==> src/rtl/perf_pkg.sv <==
// Shared types and helpers for the perf_counter_bank event-counter bank.
package perf_pkg;

  typedef enum logic [0:0] {
    StRun,
    StFrozen
  } perf_state_e;

  localparam int unsigned DefNumEvt = 8;

  // Width of the read select: event channels plus one slot for the cycle counter.
  function automatic int unsigned sel_w(input int unsigned num_evt);
    return $clog2(num_evt + 1);
  endfunction

  // The cycle counter sits directly above the last event channel.
  function automatic int unsigned cyc_sel(input int unsigned num_evt);
    return num_evt;
  endfunction

endpackage

==> src/rtl/perf_cnt_cell.sv <==
// Single CNT_W-bit event counter with synchronous clear and saturate/wrap overflow.
// With PERF_OVF_TRACK_EN defined it also keeps a sticky overflow flag.
module perf_cnt_cell #(
  parameter int unsigned CNT_W    = 32,
  parameter int unsigned SATURATE = 1
) (
  input  logic             clk_i,
  input  logic             rst_ni,
  input  logic             inc_i,
  input  logic             clr_i,
  output logic [CNT_W-1:0] cnt_o
`ifdef PERF_OVF_TRACK_EN
  ,
  output logic             ovf_o
`endif
);

  logic [CNT_W-1:0] cnt_d, cnt_q;
  logic             at_max;

  assign at_max = &cnt_q;

  always_comb begin
    cnt_d = cnt_q;
    if (clr_i) begin
      cnt_d = '0;
    end else if (inc_i) begin
      if (!at_max) begin
        cnt_d = cnt_q + CNT_W'(1);
      end else if (SATURATE == 0) begin
        cnt_d = '0;
      end
    end
  end

  always_ff @(posedge clk_i or negedge rst_ni) begin
    if (!rst_ni) begin
      cnt_q <= '0;
    end else begin
      cnt_q <= cnt_d;
    end
  end

  assign cnt_o = cnt_q;

`ifdef PERF_OVF_TRACK_EN
  logic ovf_d, ovf_q;

  // Flag fires on any increment past all-ones, regardless of saturate/wrap.
  always_comb begin
    ovf_d = ovf_q;
    if (clr_i) begin
      ovf_d = 1'b0;
    end else if (inc_i && at_max) begin
      ovf_d = 1'b1;
    end
  end

  always_ff @(posedge clk_i or negedge rst_ni) begin
    if (!rst_ni) begin
      ovf_q <= 1'b0;
    end else begin
      ovf_q <= ovf_d;
    end
  end

  assign ovf_o = ovf_q;
`endif

endmodule

==> src/rtl/perf_counter_bank.sv <==
// Bank of NUM_EVT event counters plus a cycle counter, frozen by halt, with a
// registered read port. PERF_OVF_TRACK_EN adds sticky overflow flags (ovf_o, ovf_vec_o).
module perf_counter_bank
  import perf_pkg::*;
#(
  parameter int unsigned NUM_EVT  = DefNumEvt,
  parameter int unsigned CNT_W    = 32,
  parameter int unsigned SATURATE = 1,
  localparam int unsigned SelW    = sel_w(NUM_EVT)
) (
  input  logic               clk_i,
  input  logic               rst_ni,
  input  logic [NUM_EVT-1:0] evt_i,
  input  logic               halt_i,
  input  logic               clr_i,
  input  logic               rd_en_i,
  input  logic [SelW-1:0]    rd_sel_i,
  output logic [CNT_W-1:0]   rd_data_o,
  output logic               rd_valid_o,
  output logic               rd_err_o,
  output logic               frozen_o
`ifdef PERF_OVF_TRACK_EN
  ,
  output logic               ovf_o,
  output logic [NUM_EVT:0]   ovf_vec_o
`endif
);

  localparam int unsigned CycSel = cyc_sel(NUM_EVT);

  perf_state_e      state_d, state_q;
  logic             run;
  logic [NUM_EVT:0] inc;
  logic [CNT_W-1:0] cnt [NUM_EVT+1];

  // clr beats halt; once frozen only clr (or reset) returns to RUN.
  always_comb begin
    state_d = state_q;
    if (clr_i) begin
      state_d = StRun;
    end else if (state_q == StRun && halt_i) begin
      state_d = StFrozen;
    end
  end

  always_ff @(posedge clk_i or negedge rst_ni) begin
    if (!rst_ni) begin
      state_q <= StRun;
    end else begin
      state_q <= state_d;
    end
  end

  // Counting follows the registered state, so the halt cycle itself still counts.
  assign run = (state_q == StRun);

  always_comb begin
    inc                = '0;
    inc[NUM_EVT-1:0]   = evt_i & {NUM_EVT{run}};
    inc[CycSel]        = run;
  end

`ifdef PERF_OVF_TRACK_EN
  logic [NUM_EVT:0] ovf_flag;
`endif

  for (genvar i = 0; i <= NUM_EVT; i++) begin : g_cell
    perf_cnt_cell #(
      .CNT_W   (CNT_W),
      .SATURATE(SATURATE)
    ) u_cell (
      .clk_i (clk_i),
      .rst_ni(rst_ni),
      .inc_i (inc[i]),
      .clr_i (clr_i),
      .cnt_o (cnt[i])
`ifdef PERF_OVF_TRACK_EN
      ,
      .ovf_o (ovf_flag[i])
`endif
    );
  end

`ifdef PERF_OVF_TRACK_EN
  assign ovf_vec_o = ovf_flag;
  assign ovf_o     = |ovf_flag;
`endif

  logic [CNT_W-1:0] sel_data;
  logic             sel_err;

  always_comb begin
    sel_data = '0;
    sel_err  = 1'b1;
    for (int unsigned i = 0; i <= NUM_EVT; i++) begin
      if (rd_sel_i == SelW'(i)) begin
        sel_data = cnt[i];
        sel_err  = 1'b0;
      end
    end
  end

  logic [CNT_W-1:0] rd_data_d, rd_data_q;
  logic             rd_valid_q, rd_err_d, rd_err_q;

  // Sampling pre-update counter values gives read-before-write on every edge.
  always_comb begin
    rd_data_d = rd_data_q;
    rd_err_d  = 1'b0;
    if (rd_en_i) begin
      rd_data_d = sel_data;
      rd_err_d  = sel_err;
    end
  end

  always_ff @(posedge clk_i or negedge rst_ni) begin
    if (!rst_ni) begin
      rd_data_q  <= '0;
      rd_valid_q <= 1'b0;
      rd_err_q   <= 1'b0;
    end else begin
      rd_data_q  <= rd_data_d;
      rd_valid_q <= rd_en_i;
      rd_err_q   <= rd_err_d;
    end
  end

  assign rd_data_o  = rd_data_q;
  assign rd_valid_o = rd_valid_q;
  assign rd_err_o   = rd_err_q;
  assign frozen_o   = (state_q == StFrozen);

endmodule

==> config.mk <==
export PLATFORM = sky130hd
export DESIGN_NAME = perf_counter_bank
export DESIGN_NICKNAME = d
export VERILOG_FILES = /design/src/rtl/perf_pkg.sv /design/src/rtl/perf_cnt_cell.sv /design/src/rtl/perf_counter_bank.sv
export SDC_FILE = /design/constraint.sdc
export NUM_CORES = 1
export LEC_CHECK = 0
export CAP_MARGIN = 0
export CORE_MARGIN = 2
export CORE_UTILIZATION = 35
export DETAILED_ROUTE_END_ITERATION = 8
export PLACE_DENSITY = 0.57
export SLEW_MARGIN = 10
export SYNTH_ARGS = -nofsm -noshare
export SYNTH_HDL_FRONTEND = slang
export SYNTH_SLANG_ARGS = --single-unit
==> constraint.sdc <==
create_clock -name clk_i -period 3.25 [get_ports clk_i]
set_input_delay 0.8125 -clock clk_i [delete_from_list [all_inputs] [get_ports clk_i]]
set_output_delay 0.8125 -clock clk_i [all_outputs]
set_load 0.005 [all_outputs]
# Yosys cells after proc, flatten, opt, wreduce, memory -nomap -nowiden
# Cells that the tools add are included.
classes:
  addsub: 9
  n_eq_ne: 18
  n_mux: 48
  bitwise: 2
  reduce_logical: 29
ops:
  columns: ["operator", "count"]
  rows:
  - ["two-way mux 32 bit", 36]
  - ["adder 32 x 1 -> 32 bit (second input constant)", 9]
  - ["AND reduction 32 bit", 9]
  - ["inequality test 2 bit (second input constant)", 10]
  - ["AND reduction 2 bit", 9]
  - ["nonzero test 2 bit", 9]
  - ["equality test 4 x 3 -> 1 bit (second input constant)", 4]
  - ["two-way mux 1 bit", 12]
  - ["bitwise AND 8 bit", 1]
  - ["equality test 4 x 2 -> 1 bit (second input constant)", 2]
  - ["equality test 4 x 1 -> 1 bit (second input constant)", 1]
  - ["equality test 4 bit (second input constant)", 1]
  - ["zero test 4 bit", 1]
  - ["logical AND 1 bit", 1]
  - ["inverter 1 bit", 1]
word_totals:
  ff_bits: 323
  in_bits: 17
  output_inout_bits: 35
  word_cells: 119

# Logic depth before layout (Yosys ltp)
logic_depth:
  ltp_word: 11
  ltp_mapped: 9
  depth_no_buf: 6

# Modules after synthesis
# A second synthesis with hierarchy kept.
unflattened:
  hier_cells: 2464
  area_unflattened_um2: 21740.9
modules_own_cells:
  columns: ["module", "n_inst", "cells_each", "area_per_inst_um2", "seq_area_each_um2"]
  rows:
  - ["perf_cnt_cell at g_cell[0].u_cell ...", 8, 202, 1876.8, 800.8]
  - ["perf_counter_bank", 1, 645, 4919.7, 875.8]
  - ["perf_cnt_cell at g_cell[5].u_cell", 1, 203, 1806.7, 800.8]

# Least setup slack after synthesis
# No wires, ideal clock.
synth_path:
  kind: "input port to flip-flop"
  from: "input evt_i[5]"
  to: "register g_cell[5].u_cell.cnt_q[21]"
  setup_time_ps: 125
  arrival_ps: 2428
  t_required_ps: 3125
  setup_slack_ps: 697
  path_stages: 5
  n_path_buf: 0
  cell_sequence: "nor2b_1 nor3b_1 nand4_1 nor4_1 mux2_2"
synth_between:
  elab_chain_len: 3
synth_lines:
  columns: ["element", "line", "rtl"]
  rows:
  - ["start: declaration", "perf_counter_bank.sv:13", "input logic [NUM_EVT-1:0] evt_i,"]
  - ["bitwise AND 8 bit", "perf_counter_bank.sv:59", "inc[NUM_EVT-1:0] = evt_i & {NUM_EVT{run}};"]
  - ["nonzero test 2 bit (no source line)", null, null]
  - ["AND reduction 2 bit (no source line)", null, null]
  - ["end signal: assignment", "perf_cnt_cell.sv:40", "cnt_q <= cnt_d;"]
  - ["end: declaration", "perf_cnt_cell.sv:18", "logic [CNT_W-1:0] cnt_d, cnt_q;"]
# Every way passes these cells.
# A chain may end at the register's enable or synchronous reset.

# Final worst setup path
layout_path:
  from: "register g_cell[3].u_cell.cnt_q[0]"
  to: "register g_cell[3].u_cell.cnt_q[31]"
layout_between:
  elab_chain_len: 4
  word_cells_on_any_way: 7
  cone_classes: "add/sub (1); eq/ne (1); mux (3); reduce/logical (2)"
layout_lines:
  columns: ["element", "line", "rtl"]
  rows:
  - ["start: declaration", "perf_cnt_cell.sv:18", null]
  - ["start signal: assignment", "perf_cnt_cell.sv:40", null]
  - ["adder 32 x 1 -> 32 bit", "perf_cnt_cell.sv:29", "cnt_d = cnt_q + CNT_W'(1);"]
  - ["two-way mux 32 bit", "perf_cnt_cell.sv:28", "if (!at_max) begin"]
  - ["two-way mux 32 bit", "perf_cnt_cell.sv:27", "end else if (inc_i) begin"]
  - ["two-way mux 32 bit", "perf_cnt_cell.sv:25", "if (clr_i) begin"]
# Parallel ways exist; a longest one is shown, timed or not. The select of a mux whose other input is x is not followed.

==> metrics.cfg <==
[place]
io_buffers=51
gp_congestion=0.917
dp_cells=2937
place_hpwl_um=47300
placed_cell_area_um2=21000
dp_slack_ns=0.217

[worst_hold_path]
worstHoldPathType=primary input to asynchronous set/reset pin

[sta]
fin_hold_ws_ns=0.224
fmax_ghz=0.339
finalSetupViolCount=0
finalCriticalPeriod_ns=2.95
rsz0062_at_grt=false
finalClockSkew_ns=0.0340
hold_viol_final=0
timing.final.crit_share=0.906
worst_pin_slew_ns=1.03
maxSlewHeadroom=0.308
maxSlewViolCount=0
tns_ns=0
final.setup.worst_slack_ns=0.304

[floorplan]
start_util=0.353
floorplan.io_pins=52
die_area_um2=57400
die_h_um=240
rows=86
die_w_um=240
core_area_um2=55000

[global_routing]
use_met2=0.319
grt_pass1_vias=17000
grt_pass1_wl_um=102000
grt.busiest_layer=met1
antenna_found_initial=0
grt_usage=0.227
use_met3=0.0357
grt_overflow_total=0
grt_max_degree=104
globalRouteMet1Util=0.340

[logic_synthesis]
synth_area_leaders=dfrtp_1, a21oi_1, or3_1
syn_nets=2235
synth_top_area_cell=dfrtp_1
syn_area_um2=19400
synthArstFlopShare=1.00
avgSynthCellArea_um2=8.79
synth_top_area_share=0.416
yosysWarnings=0
synthFlopType=dfrtp_1
synthCells=2209
synth-seq-cells=323
synth_cell_types=78
synth-edff-count=0
ys_seq_area_frac=0.416

[route]
vias=18700
avgViaCountPerCell=6.19
drc=0
first_pass_iters=6
wl_per_cell_um=21.8
wirelength_um=65600
postRouteAntennaNets=0
drtIter0Drc=2054

[clock_network]
numCtsBuffers=42
path_clk_slew_ns=0.06
cts_tree=done
post_cts_resized=0
clock-root-buffer=clkbuf_16
cts_sinks=323
ctsHoldBuffers=0
cts_buffer_depth=3
htree_levels=2
clk_latency_ns=0.59
cts_setup_buffers=0

[pwr]
power_density_nw_per_um2=431
switching_power_mw=2.47
peakVddDrop_mv=0.362
share_seq_of_total_power=0.430
p_total_mw=9.68
clockPowerShare=0.495
p_comb_frac=0.075
internal_power_mw=7.21
sw_frac_of_total=0.255
static-leakage-power_nw=8.13

[worst_setup_path]
worstPathArrival_ns=3.39
setup.worst_path.start_class=flip-flop
required_ns=3.70
worstPathMaxFanout=25
cp-end-kind=flip-flop
criticalPathCategory=flip-flop to flip-flop

[cells_and_area]
stdcell_area_um2=22400
area_growth_pct=15.6
drive_gt1_frac=0.0926
final_common_cell=dfrtp_1
nFillCells=5442
final_cell_count_no_fill=3015
finalNetCount=2259
n_antenna_cell=0
final_util=0.408
layout_common_cells=dfrtp_1, a21oi_1, nor2_1, nand2_1, o21ai_0

[status]
status=complete, no violations

[run]
maxCapViolCount=0

[Yosys cell counts, drive strengths merged, types with 4 or more instances]
| cell | instances |
|---|---|
| o2111ai | 4 |
| or3 | 112 |
| o22ai | 54 |
| mux2i | 37 |
| and3 | 30 |
| and2 | 10 |
| xor2 | 24 |
| o41ai | 6 |
| a21oi | 224 |
| o2bb2ai | 4 |
| o31ai | 75 |
| inv | 32 |
| nand2b | 17 |
| o21ai | 118 |
| and4 | 27 |
| o21a | 9 |
| nand2 | 126 |
| o211ai | 37 |
| xnor2 | 53 |
| nand3b | 5 |
| a2bb2oi | 49 |
| clkbuf | 120 |
| a221oi | 25 |
| nor4 | 29 |
| nand4 | 78 |
| dfrtp | 323 |
| or2 | 9 |
| a31o | 7 |
| a211oi | 9 |
| nor2b | 27 |
| buf | 26 |
| nand3 | 106 |
| a31oi | 10 |
| nor3 | 36 |
| or4 | 82 |
| a311oi | 7 |
| ha | 9 |
| a2111oi | 12 |
| mux2 | 14 |
| nor2 | 178 |
[power groups by stage]
| stage | logic (mW) | clock network, mW | registers (mW) |
|---|---|---|---|
| finish | 0.725 | 4.79 | 4.16 |
| CTS | 0.730 | 4.88 | 4.16 |
| global route | 0.793 | 5.03 | 4.17 |
| detailed placement | 0.727 | 0 | 4.23 |
| global placement | 0.718 | 0 | 4.23 |
| floorplan | 0.354 | 0 | 4.20 |
[cell families after synthesis]
kind of cell | Yosys count | synth area share
AND/OR/NAND/NOR | 891 | 0.254
AO/OA/AOI/OAI | 679 | 0.226
flip-flops | 323 | 0.416
buffers and inverters | 179 | 0.0358
XOR/XNOR | 77 | 0.0347
multiplexers | 51 | 0.0272
adder cells (fa/ha/maj) | 9 | 0.00580
[worst max-delay path, stage by stage, from the launching register on]
cell and delay (ns):
dfrtp_1 0.47, ha_1 0.26, nand4_1 0.18, or4_1 0.68, o31ai_4 0.76, nor4_1 0.15, mux2_2 0.31
[final cells by class]
cell class / instances / area [µm²] / share of cell area
multi-input cells: 1707 / 10700 / 0.475
flip-flops and latches: 323 / 8080 / 0.360
inverters: 33 / 124 / 0.00552
clock buffers: 59 / 1250 / 0.0555
well taps: 748 / 936 / 0.0417
repair buffers: 126 / 1210 / 0.0539
clock inverters: 19 / 184 / 0.00820
[worst paths after layout]
| check | depth (start not counted) | slack, ns | start | end |
|---|---|---|---|---|
| setup / recovery | 6 | 0.30 | g_cell[3].u_cell.cnt_o[0] | g_cell[3].u_cell.cnt_o[31] |
| hold / removal | 1 | 0.22 | rst_ni | g_cell[0].u_cell.cnt_o[24] |
| setup reg to reg | 6 | 0.30 | g_cell[3].u_cell.cnt_o[0] | g_cell[3].u_cell.cnt_o[31] |
| hold reg to reg | 2 | 0.57 | rd_data_o[15] | rd_data_o[15] |
| max in group asynchronous | 2 | 2.17 | rst_ni | g_cell[4].u_cell.cnt_o[29] |
| min in group clk_i | 2 | 0.57 | rd_data_o[15] | rd_data_o[15] |
[registers in the layout, indices dropped and copies added (netlist names)]
signal and cells:
frozen_o 1, g_cell.u_cell.cnt_o 288, rd_data_o 32, rd_err_o 1, rd_valid_o 1
[metal layers]
layer / wire [µm] / vias up
met5: 0 / -
met1: 30600 / 9221
met3: 4620 / 154
met2: 27500 / 748
li1: - / 8550
met4: 2890 / 0
No activity file was read; power rests on OpenSTA's default activity.
